`src/rtl/m_seq_ctrl.sv`:
```
// Sequencer and valid/ready front end for the RV32 M-extension unit.
// Multiplies in one compute cycle and divides with a restoring loop plus a sign fix-up.
module m_seq_ctrl #(
  parameter int unsigned EARLY_OUT  = 1,
  parameter int unsigned DIV_CYCLES = 32
) (
  input  logic        clk,
  input  logic        reset,
  input  logic        flush,
  input  logic        in_valid,
  output logic        in_ready,
  input  logic [2:0]  in_op,
  input  logic [31:0] in_a,
  input  logic [31:0] in_b,
  output logic        out_valid,
  input  logic        out_ready,
  output logic [31:0] out_result,
  output logic        busy
);

  localparam int unsigned XLEN = 32;
  localparam int unsigned CW   = $clog2(DIV_CYCLES + 1);

  typedef enum logic [2:0] {S_IDLE, S_MUL, S_DIV, S_FIX, S_DONE} state_t;

  state_t            state;
  logic [2:0]        op_r;
  logic [XLEN-1:0]   a_r;
  logic [XLEN-1:0]   b_r;
  logic [XLEN-1:0]   d_r;
  logic [XLEN-1:0]   q_r;
  logic [XLEN-1:0]   rem_r;
  logic              res_neg;
  logic [CW-1:0]     cnt;

  // Operand conditioning at acceptance
  logic            in_signed_div;
  logic            in_sign_a;
  logic            in_sign_b;
  logic [XLEN-1:0] in_mag_a;
  logic [XLEN-1:0] in_mag_b;
  logic            in_res_neg;

  always_comb begin
    in_signed_div = in_op[2] & ~in_op[0];
    in_sign_a     = in_signed_div & in_a[31];
    in_sign_b     = in_signed_div & in_b[31];
    in_mag_a      = in_sign_a ? (~in_a + 32'd1) : in_a;
    in_mag_b      = in_sign_b ? (~in_b + 32'd1) : in_b;
    in_res_neg    = in_op[1] ? in_sign_a
                             : ((in_sign_a ^ in_sign_b) & (in_b != 32'd0));
  end

  // 33x33 signed product via 64-bit sign/zero-extended operands
  logic            mul_a_ext;
  logic            mul_b_ext;
  logic [63:0]     prod;
  logic [XLEN-1:0] mul_res;

  always_comb begin
    mul_a_ext = (op_r[1:0] == 2'b11) ? 1'b0 : a_r[31];
    mul_b_ext = op_r[1] ? 1'b0 : b_r[31];
    prod      = {{32{mul_a_ext}}, a_r} * {{32{mul_b_ext}}, b_r};
    mul_res   = (op_r[1:0] == 2'b00) ? prod[31:0] : prod[63:32];
  end

  // One restoring-division step
  logic [XLEN:0]   r_sh;
  logic            r_ge;
  logic [XLEN-1:0] r_next;
  logic [XLEN-1:0] q_next;

  always_comb begin
    r_sh   = {rem_r, q_r[31]};
    r_ge   = (r_sh >= {1'b0, d_r});
    r_next = r_ge ? 32'(r_sh - {1'b0, d_r}) : r_sh[31:0];
    q_next = {q_r[30:0], r_ge};
  end

  // RISC-V special cases and final sign fix-up
  logic            div_zero;
  logic            div_ovf;
  logic [XLEN-1:0] early_res;
  logic [XLEN-1:0] fix_res;

  always_comb begin
    div_zero  = (b_r == 32'd0);
    div_ovf   = ~op_r[0] & (a_r == 32'h8000_0000) & (b_r == 32'hFFFF_FFFF);
    early_res = op_r[1] ? (div_zero ? a_r : 32'd0)
                        : (div_zero ? 32'hFFFF_FFFF : 32'h8000_0000);
    if (op_r[1]) fix_res = res_neg ? (~rem_r + 32'd1) : rem_r;
    else         fix_res = res_neg ? (~q_r + 32'd1) : q_r;
  end

  always_ff @(posedge clk) begin
    if (reset) begin
      state      <= S_IDLE;
      op_r       <= 3'd0;
      a_r        <= '0;
      b_r        <= '0;
      d_r        <= '0;
      q_r        <= '0;
      rem_r      <= '0;
      res_neg    <= 1'b0;
      cnt        <= '0;
      out_valid  <= 1'b0;
      out_result <= '0;
      in_ready   <= 1'b1;
      busy       <= 1'b0;
    end else if (flush) begin
      state     <= S_IDLE;
      cnt       <= '0;
      out_valid <= 1'b0;
      in_ready  <= 1'b1;
      busy      <= 1'b0;
    end else begin
      case (state)
        S_IDLE: begin
          if (in_valid) begin
            op_r     <= in_op;
            a_r      <= in_a;
            b_r      <= in_b;
            d_r      <= in_mag_b;
            q_r      <= in_mag_a;
            rem_r    <= '0;
            res_neg  <= in_res_neg;
            cnt      <= CW'(DIV_CYCLES);
            state    <= in_op[2] ? S_DIV : S_MUL;
            in_ready <= 1'b0;
            busy     <= 1'b1;
          end
        end
        S_MUL: begin
          out_result <= mul_res;
          out_valid  <= 1'b1;
          state      <= S_DONE;
        end
        S_DIV: begin
          if ((EARLY_OUT != 0) && (cnt == CW'(DIV_CYCLES)) && (div_zero || div_ovf)) begin
            out_result <= early_res;
            out_valid  <= 1'b1;
            cnt        <= '0;
            state      <= S_DONE;
          end else begin
            rem_r <= r_next;
            q_r   <= q_next;
            cnt   <= cnt - CW'(1);
            if (cnt == CW'(1)) state <= S_FIX;
          end
        end
        S_FIX: begin
          out_result <= fix_res;
          out_valid  <= 1'b1;
          state      <= S_DONE;
        end
        S_DONE: begin
          if (out_ready) begin
            out_valid <= 1'b0;
            state     <= S_IDLE;
            in_ready  <= 1'b1;
            busy      <= 1'b0;
          end
        end
        default: begin
          state     <= S_IDLE;
          out_valid <= 1'b0;
          in_ready  <= 1'b1;
          busy      <= 1'b0;
        end
      endcase
    end
  end

endmodule

```
`config.mk`:
```
export PLATFORM = sky130hd
export DESIGN_NAME = m_seq_ctrl
export DESIGN_NICKNAME = d
export VERILOG_FILES = /design/src/rtl/m_seq_ctrl.sv
export SDC_FILE = /design/constraint.sdc
export NUM_CORES = 2
export LEC_CHECK = 0
export CORE_UTILIZATION = 60
export DETAILED_ROUTE_END_ITERATION = 6
export PLACE_DENSITY = 0.89
export SYNTH_ARGS = -nofsm -noshare
export SYNTH_HDL_FRONTEND = slang
export SYNTH_SLANG_ARGS = --single-unit
export TNS_END_PERCENT = 1
```
`constraint.sdc`:
```
create_clock -name clk -period 14.69 [get_ports clk]
set_input_delay 1.469 -clock clk [delete_from_list [all_inputs] [get_ports clk]]
set_output_delay 1.469 -clock clk [all_outputs]
set_load 0.02 [all_outputs]
```
==> After elaboration in Yosys (flattened, before gate mapping) <==
Cells that the tools add are included.
{ "word_totals": {"reg_bits": 207, "word_cells": 107} }
{ "classes": {"multipliers": 1, "bitwise": 16, "muxes": 38, "n_reduce_logical": 18, "eq_ne": 14, "add_sub_neg": 6, "magnitude_cmp": 1} }
{ "op_table": {"columns": ["op", "count"], "rows": [
  ["two-way mux 32 bit", 14],
  ["adder 32 x 1 -> 32 bit (second input constant)", 4],
  ["inverter 32 bit", 4],
  ["one-hot mux 32 bit (2 select lines)", 2],
  ["one-hot mux 32 bit (3 select lines)", 1],
  ["equality test 32 bit (second input constant)", 2],
  ["multiplier 33 x 33 -> 64 bit", 1],
  [">= comparator 33 x 32 -> 1 bit", 1],
  ["logical NOT 32 bit", 1],
  ["nonzero test 32 bit", 1],
  ["subtractor 32 bit", 1],
  ["two-way mux 31 bit", 1],
  ["AND reduction 3 bit", 5],
  ["two-way mux 3 bit", 4],
  ["two-way mux 6 bit", 2],
  ["one-hot mux 3 bit (4 select lines)", 1],
  ["one-hot mux 6 bit (2 select lines)", 1],
  ["two-way mux 1 bit", 8],
  ["inequality test 2 bit (second input constant)", 4],
  ["bitwise AND 1 bit", 6],
  ["equality test 3 x 2 -> 1 bit (second input constant)", 2],
  ["equality test 6 x 1 -> 1 bit (second input constant)", 1],
  ["equality test 6 bit (second input constant)", 1],
  ["one-hot mux 1 bit (3 select lines)", 2],
  ["other kinds (19)", 24]
]} }

==> Depth between registers and ports, before layout <==
{ "logic_depth": {"word_depth": 7, "mapped_depth": 31, "depth_no_buf": 27} }

==> Worst setup path before layout <==
Ideal clock, no wire load.
{ "synth_path": {"path_kind": "register to register", "from": "register op_r[1]", "to": "register out_result[30]", "path_slack_ps": 6106, "t_arrival_ps": 8505, "setup_ps": 79, "stages_incl_launch_ff": 31, "synth_period_minus_slack_ps": 8584, "t_required_ps": 14611, "path_cell_list": "dfxtp_1 clkbuf_1 buf_6 clkbuf_1 clkbuf_1 a21oi_1 fa_1 inv_1 fa_1 inv_1 fa_1 inv_1 fa_1 inv_1 fa_1 fa_1 inv_1 fa_1 fa_1 inv_1 ha_1 clkbuf_1 a21o_1 a21o_1 a21o_1 a21oi_1 o21ai_0 o22ai_1 a21oi_1 or4b_2 o211ai_1"} }
{ "synth_between": {"elab_chain_cells": 5, "elab_cells_between_ends": 10} }
{ "synth_lines": {"columns": ["element", "line", "source"], "rows": [
  ["from (decl)", "27", "logic [2:0] op_r;"],
  ["from (signal assigned)", "120", "op_r <= in_op;"],
  ["equality test 2 bit", "61", "mul_a_ext = (op_r[1:0] == 2'b11) ? 1'b0 : a_r[31];"],
  ["two-way mux 1 bit", "61", null],
  ["multiplier 33 x 33 -> 64 bit", "63", "prod = {{32{mul_a_ext}}, a_r} * {{32{mul_b_ext}}, b_r};"],
  ["two-way mux 32 bit", "64", "mul_res = (op_r[1:0] == 2'b00) ? prod[31:0] : prod[63:32];"],
  ["one-hot mux 32 bit (3 select lines) *", "117", "case (state)"],
  ["to (signal assigned)", "134", "out_result <= mul_res;"],
  ["to (signal assigned)", "140", "out_result <= early_res;"],
  ["to (signal assigned)", "152", "out_result <= fix_res;"],
  ["to (decl)", "17", "output logic [31:0] out_result,"]
]} }
Every way passes the cells marked *; elsewhere a longest branch is shown, timed or not. The select of a mux whose other input is x is not followed.
A chain may end at the register's enable or synchronous reset.

==> Worst setup path in the final report <==
{ "layout_path": {"from": "register op_r[0]", "to": "register out_result[27]"} }
{ "layout_between": {"elab_chain_cells": 7, "elab_cells_between_ends": 13} }
{ "layout_lines": {"columns": ["element"], "rows": [
  ["parallel branches: the longest is 7 deep, another holds multiplier 33 x 33 -> 64 bit"]
]} }
Several ways; the timed one is not identified.

==> impl_results.rst <==
.. list-table::
   :header-rows: 1

   * - Metric
     - Value
   * - Simple-gate area share of the yosys netlist
     - 0.175
   * - Minimum hold slack
     - approximately 0.45 ns
   * - Post-route DRC violation count
     - 0
   * - Total Nets Final
     - 7,359
   * - Maximum count of clock buffers along a single path
     - 3
   * - Number of global-route vias before repair
     - roughly 47,000
   * - Multiplexer fraction of the synthesized cell area
     - 0.00309
   * - Iteration-0 DRC count of the detailed router
     - approximately 4,600
   * - Count of different cell masters after synthesis
     - 92
   * - RSZ-0062 raised after global routing
     - no
   * - Post-CTS repair timing setup buffer count
     - 0
   * - Clock sink count
     - 206
   * - Slew HR
     - 0.130
   * - Initial core utilization
     - 0.608
   * - Hold crit path type
     - reg2reg
   * - Via count normalized by instance count
     - 6.16
   * - Insertion delay to the later sink of the worst-skew pair
     - ~0.56 ns
   * - Number of flops mapped to enable cells by yosys
     - 0
   * - Initial antenna violation count
     - 4
   * - Worst Path Arrival
     - approximately 10 ns
   * - Per-instance average area after synthesis
     - 8.51 sq um
   * - Final count of pins violating max slew
     - 0
   * - Async SR Flop Fraction
     - 0
   * - Cell with the biggest individual delay on the critical path
     - fa_1
   * - CTS tree
     - yes
   * - Power per cell area
     - 42.3 nW/um^2
   * - Area share of xor/xnor cells in the synthesized design
     - 0.0304
   * - Net count after synthesis
     - about 7,500
   * - Ys flop type
     - dfxtp_1
   * - Number of storage elements in the synthesis netlist
     - just over 200
   * - Met2 Routed Length
     - around 73,000 um
   * - Largest stage delay on the critical path
     - approximately 0.79 ns
   * - Max Used Layer
     - met5
   * - Buffer and inverter count on the worst path
     - 8
   * - Compound-cell area share of the yosys netlist
     - 0.103
   * - Total wire length
     - ~160,000 um
   * - Total count of hold-check failures in the final report
     - 0
   * - Cell count after synthesis
     - between 6,000 and 7,000
   * - Dominant combinational cell family by area after synthesis
     - adder cells
   * - Die area
     - 87,500 sq um
   * - Iteration count of the initial detailed-routing pass
     - 7
   * - Wire length on met3
     - about 17,000 um
   * - Layout cell share with drive strength beyond 1
     - 0.0310
   * - Remaining antenna violation count after routing
     - 0
   * - Floorplan Core Area
     - 85,300 sq um
   * - Number of gates given a new drive strength after cts
     - 0
   * - # port buffers
     - 106
   * - Clock Tree Root
     - clkbuf_16
   * - Clock Skews
     - 0.0158 ns
   * - Global-route wire length before repair
     - 250,000 um
   * - Highest achievable clock rate
     - around 110 MHz
   * - Detailed-routing wirelength on met1
     - 55,400 um
   * - Total number of yosys warnings
     - 0
   * - Total Negative Setup Slacks
     - 0 ns
   * - # setup viols final
     - 0
   * - Element type at the critical path end
     - flip-flop
   * - Leakage Power
     - ~26 nW
   * - Hold-fix buffers at CTS
     - 0
   * - Maximum fanout along the worst path
     - 30
   * - VDD IR-drop max
     - 0.0901 mV
   * - Largest net degree at the start of global routing
     - 96
   * - Per-cell routed wire length
     - roughly 22 um
   * - Total I/O pin count
     - 107
   * - TritonCTS Buffers
     - 24
   * - Leading cell types in the layout, fill and taps excluded
     - inv_1, fa_1, nand2_1, and2_1, a21oi_1
   * - Outcome
     - complete, no violations
   * - Final critical-path share of the clock period
     - 0.634
   * - Post-route minimum period
     - 9.31 ns
   * - Worst slew pin tran
     - 1.30 ns
   * - Height of the die
     - about 300 um
   * - GR Overflow Total
     - 0
   * - Post-synthesis adder-cell area fraction
     - 0.496
   * - Most frequent standard cell in the layout excluding fill and tap cells
     - inv_1
   * - Count of maximum capacitance violations
     - 0
   * - Category of cells accounting for the largest share of critical-path delay
     - adder cells
   * - Level count of the clock H-tree
     - 1
   * - Post-DP HPWL
     - 122,000 um
   * - Die W
     - around 300 um
   * - Weighted congestion at the end of routability-driven global placement
     - 1.05
   * - Most numerous cell on the critical path
     - fa_1
   * - Worst-path clk slew
     - around 0.060 ns
   * - Synthesized cell area
     - approximately 52,000 sq um
   * - Sequential-to-total area share from yosys stat
     - 0.0796
   * - Fill cell instance count of the final layout
     - approximately 6,800
   * - GRT Overall Usage
     - 0.371
   * - Worst Setup Start Kind
     - flip-flop
   * - Setup CP Type
     - reg2reg
   * - Placement row count
     - between 100 and 150
   * - Required @ worst endpoint
     - 15.17 ns
   * - Synth-to-Final Area Change
     - 4.66%
   * - Via count
     - between 40,000 and 50,000
## final timing paths
| path | startpoint | to | slack (ns) | depth (start not counted) |
|---|---|---|---|---|
| max reg2reg | op_r[0] | out_result[27] | 5.38 | 28 |
| min reg2reg | b_r[14] | b_r[14] | 0.45 | 2 |
| min | b_r[14] | b_r[14] | 0.45 | 2 |
| max | op_r[0] | out_result[27] | 5.38 | 28 |
## where the power goes
| group | total, mW | internal [mW] | switching (mW) | leakage (nW) |
|---|---|---|---|---|
| combinational | 1.06 | 0.358 | 0.706 | 23.5 |
| sequential | 0.617 | 0.585 | 0.0316 | 1.68 |
| clock | 0.613 | 0.350 | 0.263 | 0.382 |
## cell families (layout without fill, tap and decap cells)
| family | after synthesis | in the layout |
|---|---|---|
| AO/OA/AOI/OAI | 817 | 817 |
| XOR/XNOR | 180 | 180 |
| other | 0 | 1 |
| multiplexers | 12 | 12 |
| flip-flops | 206 | 206 |
| buffers and inverters | 1557 | 1394 |
| adder cells (fa/ha/maj) | 1377 | 1377 |
| AND/OR/NAND/NOR | 1941 | 1941 |
## worst reg2reg max path: cells and delay by family, from the launching register on
kind / cells / cell delay [ns]
XOR/XNOR: 1 / 0.19
AO/OA/AOI/OAI: 5 / 0.81
adder cells (fa/ha/maj): 9 / 5.04
buffers and inverters: 8 / 1.52
flip-flops: 1 / 0.45
AND/OR/NAND/NOR: 5 / 1.24
## synthesized netlist by cell type, drive strengths merged (53+ instances only)
master / instances / area, sq um
xor2: 66 / 578
clkbuf: 376 / 1420
a21o: 53 / 398
nor3: 60 / 305
and2: 368 / 2300
nor2: 203 / 762
dfxtp: 206 / 4120
nand3: 86 / 430
xnor2: 114 / 998
o21ai: 155 / 776
fa: 1126 / 22500
inv: 1159 / 4350
ha: 251 / 3140
nand2: 1023 / 3840
a21oi: 255 / 1280
a211oi: 65 / 488
## sequential cells by signal, indices dropped and copies added (netlist names)
name        cells
a_r            32
b_r            32
busy            1
cnt             6
d_r            31
in_ready        1
op_r            2
out_result     32
out_valid       1
q_r            32
rem_r          32
res_neg         1
state           3
## layout make-up
type / instances / area, sq um / share of cell area
inverters: 1160 / 4350 / 0.0803
clock buffers: 35 / 702 / 0.0129
diodes: 1 / 2.50 / 0.0000461
well taps: 1144 / 1430 / 0.0264
multi-input cells: 4327 / 41800 / 0.771
clock inverters: 8 / 85.1 / 0.00157
flip-flops and latches: 206 / 4130 / 0.0761
repair buffers: 191 / 1700 / 0.0313
## routing by layer
metal / global-route usage / up-vias
met1: 0.452 / 21700
met3: 0.0886 / 812
met4: 0.227 / 4
met2: 0.597 / 2731
met5: 0 / -
li1: - / 18400
## through the flow
step	worst slack [ns]	std cells	instance area, sq um	power (mW)	utilization
after floorplan	6.11	6090	51800	1.30	-
after global placement	5.85	7028	53400	1.62	0.627
after detailed placement	5.49	7028	53400	1.65	0.627
after CTS	5.46	7071	54200	2.26	0.636
after global routing	4.87	7071	54200	2.41	0.636
final	5.38	7072	54200	2.29	0.636
(Power assumes the default switching activity.)
